$ cat src/rtl/serial_bus_arbiter_if.sv
// Bus bundle between N masters, the arbiter and N slaves. The slave modport is the arbiter's
// view (it serves the master requests); the master modport is the view of the attached agents.
interface serial_bus_arbiter_if #(
  parameter int N_MASTERS = 2,
  parameter int N_SLAVES  = 3
);
  logic [N_MASTERS-1:0] m_request, m_address, m_data, m_valid, m_write_en;
  logic [N_MASTERS-1:0] m_grant, m_ready, m_data_out, m_valid_in, m_error;
  logic [N_SLAVES-1:0]  s_ready, s_data_in, s_valid_out;
  logic [N_SLAVES-1:0]  s_address, s_data, s_valid, s_write_en;
  logic [2:0]           state;

  modport slave (
    input  m_request, m_address, m_data, m_valid, m_write_en,
    input  s_ready, s_data_in, s_valid_out,
    output m_grant, m_ready, m_data_out, m_valid_in, m_error,
    output s_address, s_data, s_valid, s_write_en, state
  );

  modport master (
    output m_request, m_address, m_data, m_valid, m_write_en,
    output s_ready, s_data_in, s_valid_out,
    input  m_grant, m_ready, m_data_out, m_valid_in, m_error,
    input  s_address, s_data, s_valid, s_write_en, state
  );
endinterface

$ cat src/rtl/serial_bus_arbiter.sv
// Multi-master serial bus arbiter: grants one master, collects a serial slave address, then
// connects master and slave; a stalled slave lets a waiting master pre-empt via a split.
module serial_bus_arbiter #(
  parameter int N_MASTERS     = 2,
  parameter int N_SLAVES      = 3,
  parameter int ADDR_BITS     = 2,
  parameter int SPLIT_TIMEOUT = 4,
  parameter int RR_MODE       = 1
) (
  input logic                 clk,
  input logic                 reset,
  serial_bus_arbiter_if.slave bus
);
  localparam int MW = (N_MASTERS > 1) ? $clog2(N_MASTERS) : 1;
  localparam int CW = $clog2(ADDR_BITS + 1);

  typedef enum logic [2:0] {
    IDLE    = 3'd0,
    ADDR    = 3'd1,
    CONNECT = 3'd2,
    BUSY    = 3'd3,
    SWITCH  = 3'd4
  } state_t;

  typedef struct packed {
    logic          found;
    logic [MW-1:0] idx;
  } win_t;

  state_t               state_q, state_d, prev_q, prev_d;
  logic [N_MASTERS-1:0] grant_q, grant_d, split_q, split_d;
  logic [MW-1:0]        last_q, last_d;
  logic [ADDR_BITS-1:0] addr_q, addr_d, sel_q, sel_d;
  logic [CW-1:0]        bit_q, bit_d;
  logic [3:0]           busy_q, busy_d;

  logic [N_MASTERS-1:0] excl, others, win_oh;
  logic [N_SLAVES-1:0]  addr_oh, sel_oh, route_oh;
  logic                 req_g, valid_g, addr_bit, bad_addr, addr_ready, sel_ready, timeout, in_busy;
  win_t                 win;

  // Round-robin scans upward from the last granted index; fixed priority scans from index 0.
  function automatic win_t pick_one(input logic [N_MASTERS-1:0] cand, input logic [MW-1:0] last);
    win_t                 w;
    int                   j;
    logic [N_MASTERS-1:0] rot;
    w = '0;
    for (int k = 1; k <= N_MASTERS; k++) begin
      j   = (RR_MODE != 0) ? (int'(last) + k) % N_MASTERS : k - 1;
      rot = cand >> j;
      if (!w.found && rot[0]) begin
        w.found = 1'b1;
        w.idx   = MW'(j);
      end
    end
    return w;
  endfunction

  function automatic win_t arbitrate(input logic [N_MASTERS-1:0] cand,
                                     input logic [N_MASTERS-1:0] split,
                                     input logic [MW-1:0]        last);
    return (|(cand & split)) ? pick_one(cand & split, last) : pick_one(cand, last);
  endfunction

  assign req_g    = |(bus.m_request & grant_q);
  assign valid_g  = |(bus.m_valid & grant_q);
  assign addr_bit = |(bus.m_address & grant_q);
  assign others   = bus.m_request & ~grant_q;

  // A shifted one-hot drops to zero exactly when the index is past the last slave.
  assign addr_oh    = N_SLAVES'(1) << addr_q;
  assign sel_oh     = N_SLAVES'(1) << sel_q;
  assign bad_addr   = (addr_oh == '0);
  assign addr_ready = |(bus.s_ready & addr_oh);
  assign sel_ready  = |(bus.s_ready & sel_oh);
  assign timeout    = (busy_q >= 4'(SPLIT_TIMEOUT));

  assign excl   = (state_q == SWITCH) ? grant_q : '0;
  assign win    = arbitrate(bus.m_request & ~excl, split_q, last_q);
  assign win_oh = N_MASTERS'(1) << win.idx;

  always_comb begin
    // NOTE: every variable gets a default before the case, so no path can infer a latch.
    state_d = state_q;
    prev_d  = prev_q;
    grant_d = grant_q;
    split_d = split_q;
    last_d  = last_q;
    addr_d  = addr_q;
    sel_d   = sel_q;
    bit_d   = bit_q;
    busy_d  = 4'd0;
    if (((state_q == CONNECT) && !addr_ready) || ((state_q == BUSY) && !sel_ready))
      busy_d = (busy_q == 4'd15) ? busy_q : busy_q + 4'd1;

    case (state_q)
      IDLE: if (win.found) begin
        grant_d = win_oh;
        last_d  = win.idx;
        split_d = split_q & ~win_oh;
        bit_d   = '0;
        state_d = ADDR;
      end
      ADDR: if (!req_g) begin
        grant_d = '0;
        state_d = IDLE;
      end else if (valid_g) begin
        addr_d = ADDR_BITS'({addr_q, addr_bit});
        bit_d  = bit_q + CW'(1);
        if (bit_q == CW'(ADDR_BITS - 1)) state_d = CONNECT;
      end
      CONNECT: if (bad_addr) begin
        grant_d = '0;
        state_d = IDLE;
      end else if (addr_ready) begin
        sel_d   = addr_q;
        state_d = BUSY;
      end else if (timeout && |others) begin
        prev_d  = CONNECT;
        state_d = SWITCH;
      end
      BUSY: if (!req_g) begin
        grant_d = '0;
        state_d = IDLE;
      end else if (timeout && |others) begin
        prev_d  = BUSY;
        state_d = SWITCH;
      end
      SWITCH: if (win.found) begin
        split_d = (split_q | grant_q) & ~win_oh;
        grant_d = win_oh;
        last_d  = win.idx;
        bit_d   = '0;
        state_d = ADDR;
      end else begin
        state_d = prev_q;
      end
      default: state_d = IDLE;
    endcase
  end

  always_ff @(posedge clk or posedge reset) begin
    if (reset) begin
      state_q <= IDLE;
      prev_q  <= IDLE;
      grant_q <= '0;
      split_q <= '0;
      last_q  <= MW'(N_MASTERS - 1);
      addr_q  <= '0;
      sel_q   <= '0;
      bit_q   <= '0;
      busy_q  <= 4'd0;
    end else begin
      // NOTE: non-blocking assignments so every register samples pre-edge values.
      state_q <= state_d;
      prev_q  <= prev_d;
      grant_q <= grant_d;
      split_q <= split_d;
      last_q  <= last_d;
      addr_q  <= addr_d;
      sel_q   <= sel_d;
      bit_q   <= bit_d;
      busy_q  <= busy_d;
    end
  end

  // Slave routing and return paths exist only while connected, so address bits never leak.
  assign in_busy  = (state_q == BUSY);
  assign route_oh = in_busy ? sel_oh : '0;

  assign bus.s_address  = route_oh & {N_SLAVES{addr_bit}};
  assign bus.s_data     = route_oh & {N_SLAVES{|(bus.m_data & grant_q)}};
  assign bus.s_valid    = route_oh & {N_SLAVES{valid_g}};
  assign bus.s_write_en = route_oh & {N_SLAVES{|(bus.m_write_en & grant_q)}};

  assign bus.m_ready    = in_busy ? (grant_q & {N_MASTERS{sel_ready}}) : '0;
  assign bus.m_data_out = in_busy ? (grant_q & {N_MASTERS{|(bus.s_data_in & sel_oh)}}) : '0;
  assign bus.m_valid_in = in_busy ? (grant_q & {N_MASTERS{|(bus.s_valid_out & sel_oh)}}) : '0;
  assign bus.m_error    = ((state_q == CONNECT) && bad_addr) ? grant_q : '0;
  assign bus.m_grant    = grant_q;
  assign bus.state      = state_q;
endmodule
$ cat src/flat_wrapper.sv
// flat-port wrapper written by rule: the top's interface ports become plain ports
module serial_bus_arbiter_flat 
#(
  parameter int N_MASTERS     = 2,
  parameter int N_SLAVES      = 3,
  parameter int ADDR_BITS     = 2,
  parameter int SPLIT_TIMEOUT = 4,
  parameter int RR_MODE       = 1
)
  (clk, reset, bus_m_request, bus_m_address, bus_m_data, bus_m_valid, bus_m_write_en, bus_s_ready, bus_s_data_in, bus_s_valid_out, bus_m_grant, bus_m_ready, bus_m_data_out, bus_m_valid_in, bus_m_error, bus_s_address, bus_s_data, bus_s_valid, bus_s_write_en, bus_state);
  serial_bus_arbiter_if #(.N_MASTERS(N_MASTERS), .N_SLAVES(N_SLAVES)) bus_i ();
  input logic clk;
  input logic reset;
  input wire logic [$bits(bus_i.m_request)-1:0] bus_m_request;
  input wire logic [$bits(bus_i.m_address)-1:0] bus_m_address;
  input wire logic [$bits(bus_i.m_data)-1:0] bus_m_data;
  input wire logic [$bits(bus_i.m_valid)-1:0] bus_m_valid;
  input wire logic [$bits(bus_i.m_write_en)-1:0] bus_m_write_en;
  input wire logic [$bits(bus_i.s_ready)-1:0] bus_s_ready;
  input wire logic [$bits(bus_i.s_data_in)-1:0] bus_s_data_in;
  input wire logic [$bits(bus_i.s_valid_out)-1:0] bus_s_valid_out;
  output wire logic [$bits(bus_i.m_grant)-1:0] bus_m_grant;
  output wire logic [$bits(bus_i.m_ready)-1:0] bus_m_ready;
  output wire logic [$bits(bus_i.m_data_out)-1:0] bus_m_data_out;
  output wire logic [$bits(bus_i.m_valid_in)-1:0] bus_m_valid_in;
  output wire logic [$bits(bus_i.m_error)-1:0] bus_m_error;
  output wire logic [$bits(bus_i.s_address)-1:0] bus_s_address;
  output wire logic [$bits(bus_i.s_data)-1:0] bus_s_data;
  output wire logic [$bits(bus_i.s_valid)-1:0] bus_s_valid;
  output wire logic [$bits(bus_i.s_write_en)-1:0] bus_s_write_en;
  output wire logic [$bits(bus_i.state)-1:0] bus_state;
  assign bus_i.m_request = bus_m_request;
  assign bus_i.m_address = bus_m_address;
  assign bus_i.m_data = bus_m_data;
  assign bus_i.m_valid = bus_m_valid;
  assign bus_i.m_write_en = bus_m_write_en;
  assign bus_i.s_ready = bus_s_ready;
  assign bus_i.s_data_in = bus_s_data_in;
  assign bus_i.s_valid_out = bus_s_valid_out;
  assign bus_m_grant = bus_i.m_grant;
  assign bus_m_ready = bus_i.m_ready;
  assign bus_m_data_out = bus_i.m_data_out;
  assign bus_m_valid_in = bus_i.m_valid_in;
  assign bus_m_error = bus_i.m_error;
  assign bus_s_address = bus_i.s_address;
  assign bus_s_data = bus_i.s_data;
  assign bus_s_valid = bus_i.s_valid;
  assign bus_s_write_en = bus_i.s_write_en;
  assign bus_state = bus_i.state;
  serial_bus_arbiter #(.N_MASTERS(N_MASTERS), .N_SLAVES(N_SLAVES), .ADDR_BITS(ADDR_BITS), .SPLIT_TIMEOUT(SPLIT_TIMEOUT), .RR_MODE(RR_MODE)) u_core (.clk(clk), .reset(reset), .bus(bus_i));
endmodule
$ cat config.mk
export PLATFORM = sky130hd
export DESIGN_NAME = serial_bus_arbiter_flat
export DESIGN_NICKNAME = d
export VERILOG_FILES = /design/src/rtl/serial_bus_arbiter_if.sv /design/src/rtl/serial_bus_arbiter.sv /design/src/flat_wrapper.sv
export SDC_FILE = /design/constraint.sdc
export NUM_CORES = 1
export LEC_CHECK = 0
export ABC_CLOCK_PERIOD_IN_PS = 2100
export BUFFER_PORTS_ARGS = -buffer_cell sky130_fd_sc_hd__buf_2
export CAP_MARGIN = 10
export CORE_ASPECT_RATIO = 1.5
export CORE_MARGIN = 2
export CORE_UTILIZATION = 51
export CTS_BUF_LIST = sky130_fd_sc_hd__clkbuf_16
export CTS_CLUSTER_SIZE = 10
export DETAILED_ROUTE_END_ITERATION = 12
export GPL_TIMING_DRIVEN = 0
export PLACE_DENSITY = 0.8
export SLEW_MARGIN = 20
export SYNTH_ARGS = -nofsm -noshare
export SYNTH_HDL_FRONTEND = slang
export SYNTH_SLANG_ARGS = --single-unit
$ cat constraint.sdc
create_clock -name clk -period 2.1 [get_ports clk]
set_input_delay 0.42 -clock clk [delete_from_list [all_inputs] [get_ports clk]]
set_output_delay 0.42 -clock clk [all_outputs]
set_load 0.1 [all_outputs]
==> impl_metrics.json <==
{
  "min_period_over_period": 1.08,
  "insertedDiodeCount": 0,
  "fin_ws_ns": -0.178,
  "avgSynthCellArea_um2": 8.51,
  "clkTransAtPathRegs_ns": 0.06,
  "fmax_ghz": 0.439,
  "cp_max_fo": 8,
  "slowest_delay_ns": 0.62,
  "rsz0062_at_grt": "yes",
  "synth-edff-count": 0,
  "violations": "setup timing",
  "wl_um": 7100,
  "place_ws_ns": -0.163,
  "irDropWorstVdd_mv": 1.05,
  "hold_viol_final": 0,
  "hold_slack_ns": 0.291,
  "path_cells": "buf_4 > mux2i_1 > o211ai_1 > a21oi_1 > nor3b_1",
  "seqCellArea_um2": 523,
  "ys_ff_latch": 20,
  "slew_viol_final": 0,
  "crit_path_end_kind": "register",
  "syn_area_um2": 1460,
  "antenna_found_initial": 0,
  "worstPathRequired_ns": 2.26,
  "synth_top_cells_by_count": "nor2_1, dfrtp_1, nand2_1",
  "grt_max_degree": 21,
  "worst_slew_pin_slew_ns": 0.762,
  "yosysMostFrequentCell": "nor2_1",
  "syn_to_final_growth_pct": 71.3,
  "root_buffer": "clkbuf_16",
  "drv_cap": 0,
  "final_net_count": 258,
  "crit_family": "compound AO/OA/AOI/OAI gates",
  "die_area_um2": 3320,
  "drc": 0,
  "grt_pass1_vias": 1730,
  "dr.pass1.iters": 6,
  "htreeDepth": 1,
  "cts.path.max_buffers": 2,
  "n_fill_cell": 96,
  "period_needed_ns": 2.28,
  "finalNonFillerCells": 271,
  "layout-drive-gt1-share": 0.530,
  "power.density_nw_per_um2": 1220,
  "core_area_um2": 2710,
  "relSlewSlack": 0.491,
  "clk_latency_ns": 0.26,
  "r2r_slack_ns": -0.18,
  "synth.distinct_cells": 52,
  "setup-violations-final": 18,
  "numCtsBuffers": 3,
  "numClockSinks": 20,
  "dr.first_iter.drc_count": 228,
  "cp-start-kind": "register",
  "die_w_um": 47.7,
  "finClkSkew_ns": 0.00123,
  "grtUsageTotal": 0.350,
  "synth_top_area_frac": 0.325,
  "overflow": 0,
  "p_leak_nw": 1.01,
  "die-height_um": 69.6,
  "ys.flop_type": "dfrtp_1",
  "start_util": 0.541,
  "syn_nets": 195,
  "worst-path-buf-inv": 1,
  "cts_tree": "built",
  "postCtsHoldBufs": 0,
  "synth_area_leaders": "dfrtp_1, nor2_1, mux2i_1",
  "yosys.area.top_type": "dfrtp_1",
  "synthArstFlopShare": 1.00,
  "cp_slowest_cell": "mux2i_1",
  "dp_hpwl_um": 3190,
  "via_per_inst": 6.96,
  "final_util": 0.927,
  "synthCells": 172,
  "io_buffers": 45,
  "place_inst": 254,
  "ys_seq_area_frac": 0.343,
  "multi_input_area_um2": 1120,
  "pin_count": 46,
  "tns_ns": -1.08,
  "vias": 1885,
  "yosysWarningCount": 0,
  "crit_type": "register to register",
  "cp.arrival_ns": 2.44,
  "finalWeightedCongestion": 0.879,
  "post_drt_wl_per_cell_um": 26.2,
  "status": "finished, violations left",
  "core.rowCount": 23,
  "hold_class": "primary input to async pin",
  "grt_pass1_wl_um": 8340,
  "drtAntennaViolNets": 0
}
report_power, final:
part / internal (W) / leakage [nW] / switching, W
clock network: 0.000254 / 0.0385 / 0.000150
logic: 0.000694 / 0.721 / 0.00128
registers: 0.000508 / 0.250 / 0.000169
total: 0.00146 / 1.01 / 0.00160
layout make-up:
| class | instances | area share |
|---|---|---|
| Buffer | 6 | 0.0324 |
| Inverter | 6 | 0.0105 |
| Clock inverter | 1 | 0.00150 |
| Timing Repair Buffer | 63 | 0.252 |
| Clock buffer | 3 | 0.0299 |
| Sequential cell | 20 | 0.209 |
| Tap cell | 37 | 0.0185 |
| Multi-Input combinational cell | 135 | 0.446 |
flip-flops by register name (all words and copies together) (netlist names):
signal and cells:
u_core.sel_q 2, u_core.addr_q 2, u_core.bus.m_grant 2, u_core.split_q 2
u_core.last_q 1, u_core.busy_q 4, u_core.prev_q 2, u_core.bit_q 2
u_core.bus.state 3
worst reg2reg max path, cell delays in order (launching register included):
cell and delay [ns]:
dfrtp_1 0.43, buf_4 0.20, mux2i_1 0.62, o211ai_1 0.23, a21oi_1 0.42, nor3b_1 0.28
per-stage QoR:
step | instance area [µm²] | power (W)
6_report | 2510 | 0.00306
5_1_grt | 2510 | 0.00313
4_1_cts | 2330 | 0.00268
3_5_place_dp | 1990 | 0.00214
3_3_place_gp | 1990 | 0.00210
2_1_floorplan | 1710 | 0.00188
worst paths after layout:
check / from / endpoint / depth (start not counted)
setup / recovery: u_core.addr_q[0] / u_core.busy_q[3] / 5
hold / removal: reset / u_core.bit_q[1] / 2
setup reg to reg: u_core.addr_q[0] / u_core.busy_q[3] / 5
hold reg to reg: u_core.bit_q[0] / u_core.bit_q[0] / 1
max in group asynchronous: reset / u_core.bus.m_grant[0] / 2
min in group clk: u_core.bit_q[0] / u_core.bit_q[0] / 1
cells by family (layout without fill, tap and decap cells):
group	after synthesis	after routing	synth area share
simple gates	74	74	0.251
fa+ha+maj	2	2	0.0171
flops	20	20	0.343
mux	8	8	0.0590
compound gates	50	50	0.267
buf+inv	17	79	0.0573
xor+xnor	1	1	0.00598
placed cells by master (no fill, tap or decap), types with 5 or more instances in the layout:
master and instances:
nor2_1 14, buf_12 16, buf_2 25, buf_4 18
buf_6 7, dfrtp_1 12, nand2_1 7, a22oi_2 6
nor2_4 19, dfrtp_4 5, inv_1 5, mux2i_1 6
repair_timing:
item | CTS | global route
pin swaps | 3 | 8
setup buffers | 7 | 11
resized for setup | 66 | 27
endpoints found under the setup margin | 20 | 21
layer usage:
layer / vias to the layer above / part of all wire / track usage
met2: 204 / 0.49 / 0.585
met3: 76 / 0.12 / 0.0703
li1: 760 / - / -
met4: 0 / 0.090 / 0.189
met1: 845 / 0.30 / 0.383
met5: - / 0 / 0
No activity file was read; power rests on OpenSTA's default activity.
